===== src/rtl/regfile_pkg.sv =====
// Shared regfile definitions: geometry and the writeback request record used by
// the regfile, the writeback arbiter and the writeback stages.
package regfile_pkg;

  localparam int N_BITS = 32;
  localparam int N_REGS = 32;
  localparam int N_IDX  = $clog2(N_REGS);

  typedef struct packed {
    logic [N_IDX-1:0]  idx;
    logic [N_BITS-1:0] data;
  } wb_req_t;

  // x0 is hardwired to zero, so writes aimed at it are swallowed.
  function automatic logic is_x0(input logic [N_IDX-1:0] idx);
    return idx == '0;
  endfunction

endpackage


===== src/rtl/regfile_wb_arbiter_rr.sv =====
// Combinational round-robin arbiter: searches req starting at ptr and returns a
// one-hot grant plus its encoded index.
module rr_arbiter #(
  parameter int N_REQ = 3,
  parameter int PW    = (N_REQ > 1) ? $clog2(N_REQ) : 1
) (
  input  logic [N_REQ-1:0] req,
  input  logic [PW-1:0]    ptr,
  output logic [N_REQ-1:0] gnt,
  output logic [PW-1:0]    gnt_idx,
  output logic             gnt_valid
);

  always_comb begin
    // NOTE: every output gets a default before the search loop; without it a
    // path that never matches would leave them unassigned and infer latches.
    gnt       = '0;
    gnt_idx   = '0;
    gnt_valid = 1'b0;
    for (int k = 0; k < N_REQ; k++) begin
      if (!gnt_valid && req[(int'(ptr) + k) % N_REQ]) begin
        gnt[(int'(ptr) + k) % N_REQ] = 1'b1;
        gnt_idx                      = PW'((int'(ptr) + k) % N_REQ);
        gnt_valid                    = 1'b1;
      end
    end
  end

endmodule


===== src/rtl/regfile_wb_arbiter.sv =====
// Round-robin arbiter sharing the single regfile write port among N_REQ
// writeback sources. Optional stall counter under `REGFILE_WB_PERF_EN`.
module regfile_wb_arbiter
  import regfile_pkg::*;
#(
  parameter int N_REQ = 3
) (
  input  logic                    clk,
  input  logic                    rst_n,
  input  logic [N_REQ-1:0]        req_valid,
  output logic [N_REQ-1:0]        req_ready,
  input  logic [N_REQ*N_IDX-1:0]  req_idx,
  input  logic [N_REQ*N_BITS-1:0] req_data,
  output logic                    wr_en,
  output logic [N_IDX-1:0]        wr_idx,
  output logic [N_BITS-1:0]       wr_data,
`ifdef REGFILE_WB_PERF_EN
  output logic [31:0]             stall_cnt,
`endif
  output logic                    coll_err
);

  localparam int PW = (N_REQ > 1) ? $clog2(N_REQ) : 1;

  wb_req_t          req [N_REQ];
  logic [N_REQ-1:0] gnt;
  logic [PW-1:0]    gnt_idx;
  logic             gnt_valid;
  logic [PW-1:0]    rr_ptr;
  logic [PW-1:0]    ptr_nxt;
  logic             coll_hit;
  wb_req_t          sel;

  always_comb begin
    for (int i = 0; i < N_REQ; i++) begin
      req[i].idx  = req_idx[i*N_IDX +: N_IDX];
      req[i].data = req_data[i*N_BITS +: N_BITS];
    end
  end

  rr_arbiter #(.N_REQ(N_REQ), .PW(PW)) u_rr_arbiter (
    .req       (req_valid),
    .ptr       (rr_ptr),
    .gnt       (gnt),
    .gnt_idx   (gnt_idx),
    .gnt_valid (gnt_valid)
  );

  // Ready is masked during reset so no requester sees a phantom transfer.
  assign req_ready = rst_n ? gnt : '0;
  assign sel       = req[gnt_idx];
  assign ptr_nxt   = (gnt_idx == PW'(N_REQ - 1)) ? '0 : gnt_idx + 1'b1;

  always_comb begin
    coll_hit = 1'b0;
    for (int i = 0; i < N_REQ; i++) begin
      for (int j = i + 1; j < N_REQ; j++) begin
        if (req_valid[i] && req_valid[j] && req[i].idx == req[j].idx && !is_x0(req[i].idx))
          coll_hit = 1'b1;
      end
    end
  end

  // NOTE: reset clears only control and the small output registers; there is
  // no storage array here, and wr_idx/wr_data are reset because they are visible.
  always_ff @(posedge clk or negedge rst_n) begin
    if (!rst_n) begin
      wr_en    <= 1'b0;
      wr_idx   <= '0;
      wr_data  <= '0;
      coll_err <= 1'b0;
      rr_ptr   <= '0;
    end else begin
      // NOTE: state updates use non-blocking assignments so every register
      // samples pre-edge values regardless of statement order.
      wr_en    <= gnt_valid && !is_x0(sel.idx);
      coll_err <= coll_hit;
      if (gnt_valid) begin
        wr_idx  <= sel.idx;
        wr_data <= sel.data;
        rr_ptr  <= ptr_nxt;
      end
    end
  end

`ifdef REGFILE_WB_PERF_EN
  logic stall;

  // Any valid requester left without a grant costs one stall cycle.
  assign stall = |(req_valid & ~gnt);

  always_ff @(posedge clk or negedge rst_n) begin
    if (!rst_n)
      stall_cnt <= '0;
    else if (stall && stall_cnt != '1)
      stall_cnt <= stall_cnt + 32'd1;
  end
`endif

endmodule


===== config.mk =====
export PLATFORM = sky130hd
export DESIGN_NAME = regfile_wb_arbiter
export DESIGN_NICKNAME = d
export VERILOG_FILES = /design/src/rtl/regfile_pkg.sv /design/src/rtl/regfile_wb_arbiter_rr.sv /design/src/rtl/regfile_wb_arbiter.sv
export SDC_FILE = /design/constraint.sdc
export NUM_CORES = 1
export LEC_CHECK = 0
export ABC_AREA = 1
export BUFFER_PORTS_ARGS = -buffer_cell sky130_fd_sc_hd__buf_2
export CORE_MARGIN = 8
export CORE_UTILIZATION = 47
export CTS_CLUSTER_SIZE = 25
export DETAILED_ROUTE_END_ITERATION = 6
export PLACE_DENSITY_LB_ADDON = 0.2
export SLEW_MARGIN = 10
export SYNTH_ARGS = -nofsm -noshare
export SYNTH_HDL_FRONTEND = slang
export SYNTH_SLANG_ARGS = --single-unit

===== constraint.sdc =====
create_clock -name clk -period 5.9 [get_ports clk]
set_clock_uncertainty 0.15 [all_clocks]
set_input_delay 0.885 -clock clk [delete_from_list [all_inputs] [get_ports clk]]
set_output_delay 0.885 -clock clk [all_outputs]
set_load 0.005 [all_outputs]

Yosys cells after proc, flatten, opt, wreduce, memory -nomap -nowiden --
Index checks and enable logic that the tools add are counted.
Storage, ports and cells: bits in registers 41, bits in latches 0, RAM bits 0, memory bits (read-only) 0, output and inout port bits 42, logic and storage cells 80, memories 0
Operators by class: add/sub/neg operators 3, multipliers 0, divide/modulo/power cells 3, magnitude comparators 7, equal/unequal tests 4, shift operators 0, mux-type cells 32, bitwise gates (word level) 3, reduce and logical (&&, ||, !) cells 23
Operators by type and width (number):
- 32-bit by 1-bit >= comparator with 1-bit output, second input constant | 3
- 32-bit by 4-bit less-than comparator with 1-bit output, second input constant | 3
- 37-bit binary-select mux with 2-bit select | 1
- 37-bit two-way mux | 2
- 32-bit by 3-bit modulo with 32-bit output, second input constant | 2
- 3-bit by 3-bit modulo with 32-bit output, second input constant | 1
- 5-bit == test | 3
- 1-bit logical AND | 15
- 5-bit zero test | 3
- 1-bit two-way mux | 15
- 3-bit two-way mux | 4
- 2-bit two-way mux | 4
- 1-bit binary-select mux with 2-bit select | 3
- 1-bit demux with 2-bit select | 3
- 3-bit OR | 2
- 1-bit zero test | 5
- 2-bit by 1-bit adder with 3-bit output, second input constant | 1
- 2-bit by 2-bit adder with 3-bit output, second input constant | 1
- 3-bit >= comparator, second input constant | 1
- 2-bit inverter with 3-bit output | 1
- 2-bit by 1-bit adder with 2-bit output, second input constant | 1
- 2-bit == test, second input constant | 1

Logic depth before layout (Yosys ltp) --
depth after elaboration 18, depth in mapped cells 18

Cells and area by module --
From an unflattened synthesis, not the netlist that was laid out.
Unflattened totals: cells, all modules 380, area, all modules 2677.6 µm²
By module, submodules not included:
- regfile_wb_arbiter | instances 1, cells an instance 319, area an instance 2357.3 µm²
- rr_arbiter | instances 1, cells an instance 61, area an instance 320.3 µm²

Worst setup path after synthesis --
Ideal clock, no wire load.
path kind input to output, start in req_valid[1], end out req_ready[1], arrival time 1574 ps, data required time 4865 ps, setup slack 3291 ps, cell stages on the path 8, path buffers 0, cells stage by stage inv_1 nand2_1 nand3_1 nand2_1 nand3_1 nor2_1 a21oi_1 a21oi_1
Between the ends: word-level cells in the longest chain between the ends 11, elaborated cells between the ends (all ways) 21
RTL lines:
- start: declaration | line regfile_wb_arbiter.sv:10 | input logic [N_REQ-1:0] req_valid,
- 1-bit binary-select mux with 2-bit select | line regfile_wb_arbiter_rr.sv:21 | if (!gnt_valid && req[(int'(ptr) + k) % N_REQ]) begin
- 1-bit two-way mux (implied by the code) (2 in a row) | line regfile_wb_arbiter_rr.sv:21
- 1-bit two-way mux | line regfile_wb_arbiter_rr.sv:21
- 1-bit zero test | line regfile_wb_arbiter_rr.sv:21
- 1-bit logical AND | line regfile_wb_arbiter_rr.sv:21
- 1-bit two-way mux | line regfile_wb_arbiter_rr.sv:21
- 1-bit zero test | line regfile_wb_arbiter_rr.sv:21
- 1-bit logical AND | line regfile_wb_arbiter_rr.sv:21
- 3-bit two-way mux (*) | line regfile_wb_arbiter_rr.sv:21
- 3-bit two-way mux (*) | line regfile_wb_arbiter.sv:50 | assign req_ready = rst_n ? gnt : '0;
- end: declaration | line regfile_wb_arbiter.sv:11 | output logic [N_REQ-1:0] req_ready,
Mark *: on every way between the ends. The rest lies on a longest branch, timed or not. The select of a mux whose other input is x is not followed.

Worst setup path after layout --
start reg rr_ptr[0], end reg wr_en
Between the ends: word-level cells in the longest chain between the ends 18, elaborated cells between the ends (all ways) 31
RTL lines:
- start: declaration | line regfile_wb_arbiter.sv:29 | logic [PW-1:0] rr_ptr;
- start signal: assignment | line regfile_wb_arbiter.sv:81 | rr_ptr <= ptr_nxt;
- branches (longest 17 deep; another with 32-bit by 3-bit modulo with 32-bit output)
- 1-bit logical AND (*) | line regfile_wb_arbiter.sv:76 | wr_en <= gnt_valid && !is_x0(sel.idx);
- end signal: assignment | line regfile_wb_arbiter.sv:76
- end: declaration | line regfile_wb_arbiter.sv:14 | output logic wr_en,
Mark *: on every way between the ends. The select of a mux whose other input is x is not followed. A chain may end at the register's enable or synchronous reset.

==> flow_summary.ini <==
[run_status]
outcome = finished, final reports clean

[critical_path]
cp-end-kind = flip-flop
slowest_delay_ps = 770
slowest_stage = nor2_4
critical_path_arrival_ps = 3480
crit_chain = inv_1, ha_1, o21ai_1, nand2_1, nand2_2, inv_2, nand3_1, nand2_2, nor2_4, nand2_1, nand3_1, nor2_1, nand3_1, nand2_1, inv_1
crit_fanout = 38
cp-startpoint = rr_ptr[0]$_DFFE_PN0P_
worstPathRequired_ps = 5970
worstReg2RegStart = rr_ptr[0]$_DFFE_PN0P_
path_class = reg -> reg
startpoint_type = flip-flop

[finish]
antennaDiodeCount = 0
final_core_util = 0.645
syn2layout_area_growth_pct = 33.1
drive_gt1_frac = 0.385
fillerInstances = 512
multi_input_area_sq_um = 1410
seqCellArea_sq_um = 1030
nets = 612
finalNonFillerCells = 565

[timing]
timing.final.hold_violations = 0
min_period_over_period = 0.576
min_period_ps = 3400
fmax_ghz = 0.294
totalNegativeSetupSlack_ps = 0
setup_viol = 0
slew_viol_final = 0
rsz0062_at_grt = no
maxSlewHeadroom = 0.455
worst_slew_pin_slew_ps = 816

[clock_network]
postCtsHoldBufs = 0
cts_sinks = 41
cts-resized-gates = 0
path_clk_slew_ps = 80
clockBufferDepth = 2
cts_buffers = 5
cts-root-buf = clkbuf_8
clkLatencyLatePin_ps = 280
cts_tree = yes
post-cts-setup-buffers = 0
cts_htree_levels = 2

[synth]
synth_most_common_cell = nand2_1
syn_nets = 465
syn_inst = 345
syn_avg_cell_area_sq_um = 7.68
synth_edf_count = 0
yosysSeqAreaShare = 0.387
ys_types = 36
yosysTopAreaCellShare = 0.387
yosysWarnings = 0
synth_area_leaders = dfrtp_1 (39%), nand2_1 (13%), a22oi_1 (6.2%)
yosysTopAreaCell = dfrtp_1
synth_flop_cell = dfrtp_1
synth_common_cells = nand2_1 (91), dfrtp_1 (41), a21oi_1 (30), nor2_1 (29), nand3_1 (27)
synthArstFlopShare = 1.00
synth_seq_cells = 41
syn-cell-area_sq_um = 2650

[detailed_routing]
via_per_inst = 5.39
wl_met3_um = 809
first_pass_iters = 4
dr_total_vias = 3045
detail_route.iter0.violations = 178
dr_wl_met2_um = 4380
wl_met1_um = 3560
wl_per_cell_um = 15.8
drt_wl_total_um = 8930
topRoutingLayerUsed = met5
ant_nets = 0
drcViolationCount = 0

[floorplanning]
pin_count = 158
die_x_um = 91.1
row_count = 27
core_area_sq_um = 5470
dieArea_sq_um = 8300
start_util = 0.484
die_h_um = 91.1

[power_and_ir_drop]
p_leak_nw = 1.87
power_density_nw_per_um2 = 659
ir_drop_uv = 485

[grt]
grt_pass1_vias = 3242
grt_use_total = 0.207
grt_max_degree = 47
gr-total-overflow = 0
antenna_found_initial = 1
grt_pass1_wl_um = 14700

[worst_hold_path]
hold_start = wr_idx[0]$_DFFE_PN0P_
hp-class = reg -> reg

[place]
dpl.hpwl_um = 6900
globalplace.congestion = 0.950
dp_cells = 557
port_buffers = 157

[run]
maxCapViolations = 0
-- layer usage --
metal  global-route usage  vias to the layer above
met5                    0                        -
met4               0.0587                        2
met3               0.0741                       16
met2                0.358                      159
met1                0.235                     1379
li1                     -                     1489
-- registers in the layout (all words and copies together), names as in the netlist --
register  cells
wr_data      32
coll_err      1
wr_idx        5
wr_en         1
rr_ptr        2
-- cells by family after synthesis --
family	count (synthesis)	share of synthesized area
simple gates	166	0.269
compound gates	87	0.236
buf+inv	45	0.0816
flops	41	0.387
fa+ha+maj	4	0.0189
xor+xnor	2	0.00661
-- report_power, final --
part           internal (mW)  switching [mW]  leakage [nW]
clock                  0.108          0.0962        0.0549
combinational          0.585            1.00          1.33
sequential             0.453          0.0786         0.485
-- worst max-delay path: cells and delay by family, from the launching register on --
family	cells	cell delay, ps
flops	1	400
fa+ha+maj	1	410
compound gates	1	240
simple gates	10	1930
buf+inv	3	190
-- cells in the final DEF (no fill, tap or decap), drive strengths merged --
master and n:
nand3 28, nand2 96, a2111oi 2, buf 159, o21ai 6, dfrtp 41, a41oi 7, a22o 8
ha 4, a31oi 2, a22oi 22, nor4 1, o211ai 1, inv 27, o22ai 6, a221oi 2
a32oi 1, nor3 3, a21oi 30, nor2 31, xor2 1, clkbuf 7, xnor2 1, nand4 7
-- metrics by stage --
stage	setup slack, ps	area [sq um]	hold WS [ps]	total power [mW]
after global routing	2120	3530	370	2.58
final	2500	3530	343	2.32
after global placement	2510	3420	314	2.09
after CTS	2480	3530	344	2.34
after detailed placement	2360	3420	319	2.13
after floorplan	3290	2650	322	1.76
-- final timing paths --
kind	slack (ps)	to	cells past startpoint
max in group asynchronous	4740	wr_data[17]$_DFFE_PN0P_	2
min in group asynchronous	500	wr_data[8]$_DFFE_PN0P_	2
setup reg to reg	2500	wr_en$_DFF_PN0_	15
hold reg to reg	340	wr_idx[0]$_DFFE_PN0P_	2
hold / removal	340	wr_idx[0]$_DFFE_PN0P_	2
setup / recovery	2500	wr_en$_DFF_PN0_	15
-- cell type report --
class / instances / area share
clock buffer: 7 / 0.0273
clock inverter: 1 / 0.00248
inverter: 26 / 0.0277
multi-input combinational: 259 / 0.399
sequential: 41 / 0.291
tap: 72 / 0.0255
timing repair buffer: 159 / 0.227
Power figures use the tool's default switching activity.
